File: config.mk
export PLATFORM = sky130hd
export DESIGN_NAME = cordic_mac_vec
export DESIGN_NICKNAME = d
export VERILOG_FILES = /design/src/rtl/cordic_mac_vec.sv
export SDC_FILE = /design/constraint.sdc
export NUM_CORES = 1
export LEC_CHECK = 0
export CORE_MARGIN = 2
export CORE_UTILIZATION = 25
export DETAILED_ROUTE_END_ITERATION = 6
export MAX_ROUTING_LAYER = met4
export PLACE_DENSITY_LB_ADDON = 0.08
export SETUP_SLACK_MARGIN = 0.15
export SLEW_MARGIN = 25
export SYNTH_ARGS = -nofsm -noshare
export SYNTH_HDL_FRONTEND = slang
export SYNTH_SLANG_ARGS = --single-unit
File: constraint.sdc
create_clock -name clk -period 2.95 [get_ports clk]
set_input_delay 0.59 -clock clk [delete_from_list [all_inputs] [get_ports clk]]
set_output_delay 0.59 -clock clk [all_outputs]
set_load 0.005 [all_outputs]
File: src/rtl/cordic_mac_vec.sv
// Dot-product MAC: N sequential element products computed with a linear-mode
// CORDIC shift-add multiplier, summed into a saturating, optionally chained
// accumulator.
module cordic_mac_vec #(
  parameter int unsigned DW = 8,
  parameter int unsigned N  = 8,
  localparam int unsigned IW = $clog2(N),
  localparam int unsigned AW = 2 * DW + IW
) (
  input  logic          clk,
  input  logic          rst_n,
  input  logic          start,
  input  logic          chain,
  input  logic [DW-1:0] a_in,
  input  logic [DW-1:0] w_in,
  output logic [IW-1:0] idx,
  output logic          busy,
  output logic          done,
  output logic [AW-1:0] acc_out,
  output logic          ovf
);

  // Iteration counter width; it counts 0..DW-1.
  localparam int unsigned CW = (DW > 1) ? $clog2(DW) : 1;
  localparam int unsigned PW = 2 * DW;

  typedef enum logic [2:0] {StIdle, StLoad, StIter, StAcc, StDone} state_e;

  state_e        state_q, state_d;
  logic [DW-1:0] x_q, z_q;
  logic [PW-1:0] y_q;
  logic [CW-1:0] cnt_q;
  logic [IW-1:0] idx_q;
  logic [AW-1:0] acc_q;
  logic          ovf_q;

  logic [CW-1:0] bit_sel;
  logic [PW-1:0] x_ext;
  logic [PW-1:0] x_shifted;
  logic [AW:0]   acc_sum;
  logic          last_iter;
  logic          last_elem;

  // Shift-add and accumulate helpers: iteration k uses bit DW-1-k of z.
  always_comb begin
    bit_sel   = CW'(DW - 1) - cnt_q;
    x_ext     = {{DW{1'b0}}, x_q};
    x_shifted = x_ext << bit_sel;
    acc_sum   = {1'b0, acc_q} + (AW + 1)'(y_q);
    last_iter = (cnt_q == CW'(DW - 1));
    last_elem = (idx_q == IW'(N - 1));
  end

  // State register.
  always_ff @(posedge clk or negedge rst_n) begin
    if (!rst_n) begin
      state_q <= StIdle;
    end else begin
      state_q <= state_d;
    end
  end

  // Next-state logic; start is only looked at in idle, so requests while busy are dropped.
  always_comb begin
    state_d = state_q;
    unique case (state_q)
      StIdle: if (start) state_d = StLoad;
      StLoad: state_d = StIter;
      StIter: if (last_iter) state_d = StAcc;
      StAcc:  state_d = last_elem ? StDone : StLoad;
      StDone: state_d = StIdle;
      default: state_d = StIdle;
    endcase
  end

  // Status outputs decoded from the current state.
  always_comb begin
    busy = (state_q != StIdle);
    done = (state_q == StDone);
  end

  // Datapath: operand capture, shift-add multiply, saturating accumulate.
  always_ff @(posedge clk or negedge rst_n) begin
    if (!rst_n) begin
      x_q   <= '0;
      z_q   <= '0;
      y_q   <= '0;
      cnt_q <= '0;
      idx_q <= '0;
      acc_q <= '0;
      ovf_q <= 1'b0;
    end else begin
      unique case (state_q)
        StIdle: begin
          if (start) begin
            idx_q <= '0;
            if (!chain) begin
              acc_q <= '0;
              ovf_q <= 1'b0;
            end
          end
        end
        StLoad: begin
          x_q   <= a_in;
          z_q   <= w_in;
          y_q   <= '0;
          cnt_q <= '0;
        end
        StIter: begin
          if (z_q[bit_sel]) y_q <= y_q + x_shifted;
          cnt_q <= cnt_q + CW'(1);
        end
        StAcc: begin
          // Once saturated the sum stays at full scale; adding >= 0 cannot bring it back.
          if (acc_sum[AW]) begin
            acc_q <= '1;
            ovf_q <= 1'b1;
          end else begin
            acc_q <= acc_sum[AW-1:0];
          end
          if (!last_elem) idx_q <= idx_q + IW'(1);
        end
        default: ;
      endcase
    end
  end

  assign idx     = idx_q;
  assign acc_out = acc_q;
  assign ovf     = ovf_q;

endmodule

==> impl_metrics.env, run 1 <==
export IMPL_clkPwrFrac=0.229
export IMPL_crit_top_cell="buf_4"
export IMPL_final_nets=650
export IMPL_diodes=0
export IMPL_skew_ps=11.1
export IMPL_design_area_sq_um=5800
export IMPL_vias_per_cell=4.84
export IMPL_switching_share=0.394
export IMPL_ys_seq_area_frac=0.345
export IMPL_final_common_cell="nand2_1"
export IMPL_grt_max_degree=37
export IMPL_critPathSlowestCell="dfrtp_2"
export IMPL_drt_pass1_iterations=4
export IMPL_holdWs_ps=256
export IMPL_wl_per_cell_um=15.8
export IMPL_hold_viol_final=0
export IMPL_yosysTopAreaCell="dfrtp_1"
export IMPL_grt_pass1_vias=4063
export IMPL_nFillCells=1802
export IMPL_syn_area_per_cell_sq_um=8.45
export IMPL_crit_chain="mux2_4 -> nand2_1 -> o21ai_1 -> and2_4 -> ha_4 -> o21ai_2 -> o21bai_2 -> o41ai_2 -> a21oi_2 -> buf_4 -> buf_4 -> o41ai_1"
export IMPL_cts_max_level=3
export IMPL_root_buffer="clkbuf_16"
export IMPL_finalCritPeriodShare=0.964
export IMPL_coreArea_sq_um=17300
export IMPL_r2r_end="y_q[11]"
export IMPL_cts_sinks=61
export IMPL_r2r_setup_slack_ps=100
export IMPL_cts_reportedPaths_clkPinSlew_ps=60
export IMPL_finalSetupTns_ps=0
export IMPL_clockBufferDepth=2
export IMPL_top_usage_layer="met2"
export IMPL_area_growth_syn_to_layout_pct=30.9
export IMPL_syn_num_nets=581
export IMPL_critPathLaunchType="flop"
export IMPL_arrival_ps=3070
export IMPL_hold_buffers=0
export IMPL_ys_flop_type="dfrtp_1"
export IMPL_fin_util=0.335
export IMPL_drt_iter0_drc=175
export IMPL_outcome="finished, final reports clean"
export IMPL_vias=3984
export IMPL_drc=0
export IMPL_ant_nets=0
export IMPL_max_freq_ghz=0.351
export IMPL_grtUsageTotal=0.151
export IMPL_netlist_instances=524
export IMPL_max_slew_margin=0.579
export IMPL_setup_viol=0
export IMPL_met1_usage=0.188
export IMPL_cts_tree="built"
export IMPL_postPlaceCellArea_sq_um=5310
export IMPL_grtUsageMet2=0.247
export IMPL_grt_use_met3=0.0315
export IMPL_syn_area_sq_um=4430
export IMPL_r2r_start="cnt_q[0]"
export IMPL_num_rows=48
export IMPL_rsz0062_at_grt="true"
export IMPL_worstPathMaxFanout=7
export IMPL_synth_area_leaders="dfrtp_1 (34%), ha_1 (9.9%), nand2_1 (8.7%), o21ai_0 (4.7%), a21oi_1 (2.9%)"
export IMPL_async_flop_share=1.00
export IMPL_grt_pass1_wl_mm=21.1
export IMPL_ys_types=58
export IMPL_hp_class="in2async"
export IMPL_synth_seq_cells=61
export IMPL_seqPwrFrac=0.249
export IMPL_port_buffers=44
export IMPL_p_per_area_nw_per_um2=908
export IMPL_antenna_found_initial=0
export IMPL_start_util=0.256
export IMPL_drv_cap=0
export IMPL_wl_mm=13.0
export IMPL_place_gp_congestion=0.842
export IMPL_power_switching_w=0.00208
export IMPL_numCtsBuffers=9
export IMPL_dp_hpwl_mm=9.87
export IMPL_leakage_nw=2.51
export IMPL_boundaryPins=45
export IMPL_combPwrFrac=0.522
export IMPL_critical_path_max_stage_delay_ps=460
export IMPL_die_w_um=137
export IMPL_clock_latency_ps=350
export IMPL_slew_viol_final=0
export IMPL_cp_required_ps=3170
export IMPL_synth_warnings=0
export IMPL_die_h_um=137
export IMPL_worst_pin_slew_ps=632
export IMPL_drive_gt1_frac=0.162
export IMPL_mostFrequentLayoutCells="nand2_1 (103), dfrtp_1 (59), clkdlybuf4s50_1 (43)"
export IMPL_p_int_w=0.00319
export IMPL_grt_ovfl_total=0
export IMPL_synth_edf_count=0
export IMPL_ir_drop_v=0.000335
export IMPL_reg2reg_depth=12
export IMPL_crit_type="reg2reg"
export IMPL_die_area_sq_um=18800
export IMPL_fin_crit_ps=2850
export IMPL_synth_top_area_share=0.345
export IMPL_crit_path_end_kind="flop"
==> worst max-delay path: cells and delay by family (launching register included) <==
| family | cells | cell delay, ps |
|---|---|---|
| fa+ha+maj | 1 | 250 |
| buf+inv | 2 | 260 |
| flops | 1 | 460 |
| compound gates | 6 | 1190 |
| simple gates | 2 | 240 |
| mux | 1 | 320 |
==> per-stage QoR <==
stage | worst slack (ps) | total power, W | cells
2_1_floorplan | 101 | 0.00313 | 524
3_3_place_gp | -109 | 0.00400 | 799
3_5_place_dp | -107 | 0.00400 | 799
4_1_cts | 141 | 0.00527 | 820
5_1_grt | -78.9 | 0.00570 | 823
6_report | 105 | 0.00527 | 823
==> cells in the mapped netlist, types with 7 or more instances <==
library cell / n
a21o_1: 11
a21oi_1: 26
clkbuf_1: 10
dfrtp_1: 61
ha_1: 35
inv_1: 15
mux2_2: 7
mux2i_1: 8
nand2_1: 103
nand2b_1: 9
nand3_1: 21
nor2_1: 30
nor3_1: 14
nor3b_1: 7
o211ai_1: 8
o21a_1: 8
o21ai_0: 42
xnor2_1: 8
xor2_1: 7
==> worst max path at each step <==
stage	startpoint	to	slack, ps	cells past startpoint
floorplan	cnt_q[0]	y_q[13]	100	14
global placement	cnt_q[0]	y_q[14]	-110	11
detailed placement	cnt_q[0]	y_q[14]	-110	11
CTS	cnt_q[0]	y_q[12]	140	13
global route	cnt_q[0]	y_q[13]	-80	12
finish	cnt_q[0]	y_q[11]	100	12
==> metal layers <==
metal / vias up / share of wire
met5: - / 0
met4: 0 / 0.014
met3: 15 / 0.027
met2: 54 / 0.47
met1: 1897 / 0.48
li1: 2018 / -
==> power by group through the flow <==
stage | Clock [W] | Sequential, W | Combinational (W)
6_report | 0.00120 | 0.00131 | 0.00275
5_1_grt | 0.00127 | 0.00135 | 0.00308
4_1_cts | 0.00123 | 0.00131 | 0.00273
3_5_place_dp | 0 | 0.00133 | 0.00267
3_3_place_gp | 0 | 0.00133 | 0.00268
2_1_floorplan | 0 | 0.00124 | 0.00189
==> state kept, by name (all words and copies together), names as in the netlist <==
signal / flops
acc_out: 19
cnt_q: 3
idx: 3
ovf: 1
state_q: 3
x_q: 8
y_q: 16
z_q: 8
==> what timing repair did <==
action	CTS	global route
pin swaps	6	13
setup buffers	5	3
gates resized for setup	11	19
gates cloned	0	0
endpoints found under the setup margin	7	7
==> logic make-up (layout without fill, tap and decap cells) <==
| kind of cell | after synthesis | in the layout | synth area share |
|---|---|---|---|
| AOI/OAI and AO/OA | 143 | 143 | 0.214 |
| muxes | 17 | 17 | 0.0460 |
| DFF | 61 | 61 | 0.345 |
| adders and majority gates | 37 | 37 | 0.108 |
| and+or+nand+nor | 213 | 213 | 0.223 |
| xor gates and xnor gates | 15 | 15 | 0.0297 |
| buffers and inverters | 38 | 112 | 0.0347 |
==> cell type report <==
class | instances | area (sq um) | share of cell area
clock buffer | 10 | 239 | 0.0412
clock inverter | 6 | 93.8 | 0.0162
inverter | 15 | 56.3 | 0.00971
multi-input combinational | 425 | 2870 | 0.495
timing repair buffer | 81 | 729 | 0.126
sequential | 61 | 1530 | 0.264
tap | 225 | 282 | 0.0485
Note: power is estimated with default switching activity, not from simulation.
==> run 2: changes to the inputs <==
==> constraint.sdc (replaced) <==
create_clock -name clk -period 2.95 [get_ports clk]
set_input_delay 0.59 -clock clk [delete_from_list [all_inputs] [get_ports clk]]
set_output_delay 0.59 -clock clk [all_outputs]
set_load 0.02 [all_outputs]
==> run 2 against run 1 <==
  * Register-to-register slack improved by 30 ps
  * Wire length increased by 2.6%
  * Design area increased by 3.8%
  * Final cell count increased by 1.1%
  * Die area unchanged
  * Fmax increased by 0.94%
  * Count of clock-buffer cells in the layout unchanged
  * Largest cell class unchanged
==> impl_metrics.env, run 2 (synthesized netlist as in run 1, its figures left out) <==
export IMPL_outcome="finished, final reports clean"
export IMPL_clock_latency_ps=350
export IMPL_seqCellArea_sq_um=1530
export IMPL_worstPathMaxFanout=6
export IMPL_coreArea_sq_um=17300
export IMPL_grtUsageTotal=0.156
export IMPL_fin_util=0.348
export IMPL_cts_tree="built"
export IMPL_place_gp_congestion=0.840
export IMPL_multi_input_area_sq_um=3010
export IMPL_max_slew_margin=0.568
export IMPL_wl_per_cell_um=16.0
export IMPL_final_common_cell="nand2_1"
export IMPL_finalSetupTns_ps=0
export IMPL_critPathLaunchType="flop"
export IMPL_vias=4018
export IMPL_drc=0
export IMPL_hp_class="in2async"
export IMPL_grt_ovfl_total=0
export IMPL_wl_mm=13.3
export IMPL_grt_pass1_vias=4104
export IMPL_cp_startpoint="cnt_q[0]"
export IMPL_cp_required_ps=3180
export IMPL_crit_path_end_kind="flop"
export IMPL_boundaryPins=45
export IMPL_root_buffer="clkbuf_16"
export IMPL_design_area_sq_um=6020
export IMPL_largest_reg_flops=19
export IMPL_die_h_um=137
export IMPL_die_w_um=137
export IMPL_worst_pin_slew_ps=648
export IMPL_nFillCells=1777
export IMPL_path_buf_inv=1
export IMPL_ant_nets=0
export IMPL_holdWs_ps=261
export IMPL_grt_pass1_wl_mm=21.7
export IMPL_antenna_found_initial=0
export IMPL_drive_gt1_frac=0.204
export IMPL_crit_type="reg2reg"
export IMPL_grt_max_degree=37
export IMPL_drt_pass1_iterations=4
export IMPL_p_per_area_nw_per_um2=923
export IMPL_drv_cap=0
export IMPL_clockBufferDepth=2
export IMPL_drt_iter0_drc=130
export IMPL_crit_chain="buf_6 -> mux2_2 -> mux2i_2 -> o22ai_1 -> ha_1 -> o211ai_1 -> a21oi_2 -> o41ai_4 -> a21oi_2 -> and4bb_2 -> o211ai_1 -> o31ai_1"
export IMPL_vias_per_cell=4.83
export IMPL_hold_viol_final=0
export IMPL_mostFrequentLayoutCells="nand2_1 (101), dfrtp_1 (59), buf_4 (44)"
export IMPL_leakage_nw=2.59
export IMPL_r2r_start="cnt_q[0]"
export IMPL_port_buffers=44
export IMPL_start_util=0.256
export IMPL_max_freq_ghz=0.355
export IMPL_path_delay_family="compound AO/OA/AOI/OAI gates"
export IMPL_fin_crit_ps=2820
export IMPL_arrival_ps=3050
export IMPL_critPathSlowestCell="dfrtp_2"
export IMPL_num_rows=48
export IMPL_setup_viol=0
export IMPL_dp_hpwl_mm=9.91
export IMPL_finalCritPeriodShare=0.955
export IMPL_critical_path_max_stage_delay_ps=430
export IMPL_rsz0062_at_grt="true"
export IMPL_numCtsBuffers=9
export IMPL_ir_drop_v=0.000339
export IMPL_cts_max_level=3
export IMPL_final_nets=659
export IMPL_die_area_sq_um=18800
export IMPL_area_growth_syn_to_layout_pct=35.9
export IMPL_slew_viol_final=0
export IMPL_skew_ps=6.26
export IMPL_cts_sinks=61
export IMPL_diodes=0
export IMPL_postPlaceCellArea_sq_um=5310
export IMPL_cts_reportedPaths_clkPinSlew_ps=60
[run 2: metal layers]
| layer | GRT usage | part of all wire |
|---|---|---|
| met5 | - | 0 |
| met4 | 0.0401 | 0.011 |
| met3 | 0.0389 | 0.028 |
| met2 | 0.254 | 0.48 |
| met1 | 0.193 | 0.48 |
[run 2: where the power goes]
part / switching, W / leakage, nW / internal, W
registers: 0.000258 / 0.728 / 0.00106
clock network: 0.000427 / 0.165 / 0.000847
logic: 0.00155 / 1.70 / 0.00141
total: 0.00224 / 2.59 / 0.00332
[run 2: per-stage QoR]
stage,instances,power (W),worst slack [ps]
after CTS,823,0.00551,134
after detailed placement,800,0.00414,-112
after floorplan,524,0.00327,101
final,832,0.00556,131
after global placement,800,0.00415,-109
after global routing,832,0.00599,-34.5
[run 2: worst paths after layout]
kind	to	slack (ps)	cells past startpoint
setup / recovery	y_q[15]	130	12
hold / removal	idx[2]	260	1
setup reg to reg	y_q[15]	130	12
hold reg to reg	z_q[7]	470	2
max in group asynchronous	y_q[8]	2050	2
min in group clk	z_q[7]	470	2
[run 2: timing repair]
item                                    4_1_cts  5_1_grt
pin swaps                                    14       17
resized for setup                            25       31
endpoints found under the setup margin        7        7
setup buffers                                 7        9
hold buffers                                  0        0
[run 2: area by class of cell]
| cell class | instances | share of cell area |
|---|---|---|
| clock buffers | 10 | 0.0397 |
| clock inverters | 6 | 0.0183 |
| inverters | 15 | 0.00935 |
| multi-input cells | 425 | 0.499 |
| flip-flops and latches | 61 | 0.254 |
| well taps | 225 | 0.0468 |
| repair buffers | 90 | 0.132 |
==> run 3: changes to the inputs <==
--- a/config.mk
+++ b/config.mk
@@ -8,6 +8,7 @@
 export CORE_MARGIN = 2
 export CORE_UTILIZATION = 25
 export DETAILED_ROUTE_END_ITERATION = 6
+export GPL_TIMING_DRIVEN = 1
 export MAX_ROUTING_LAYER = met4
 export PLACE_DENSITY_LB_ADDON = 0.08
 export SETUP_SLACK_MARGIN = 0.15
==> results of run 3 <==
No change in the layout: final DEF, timing and power equal those of run 2.
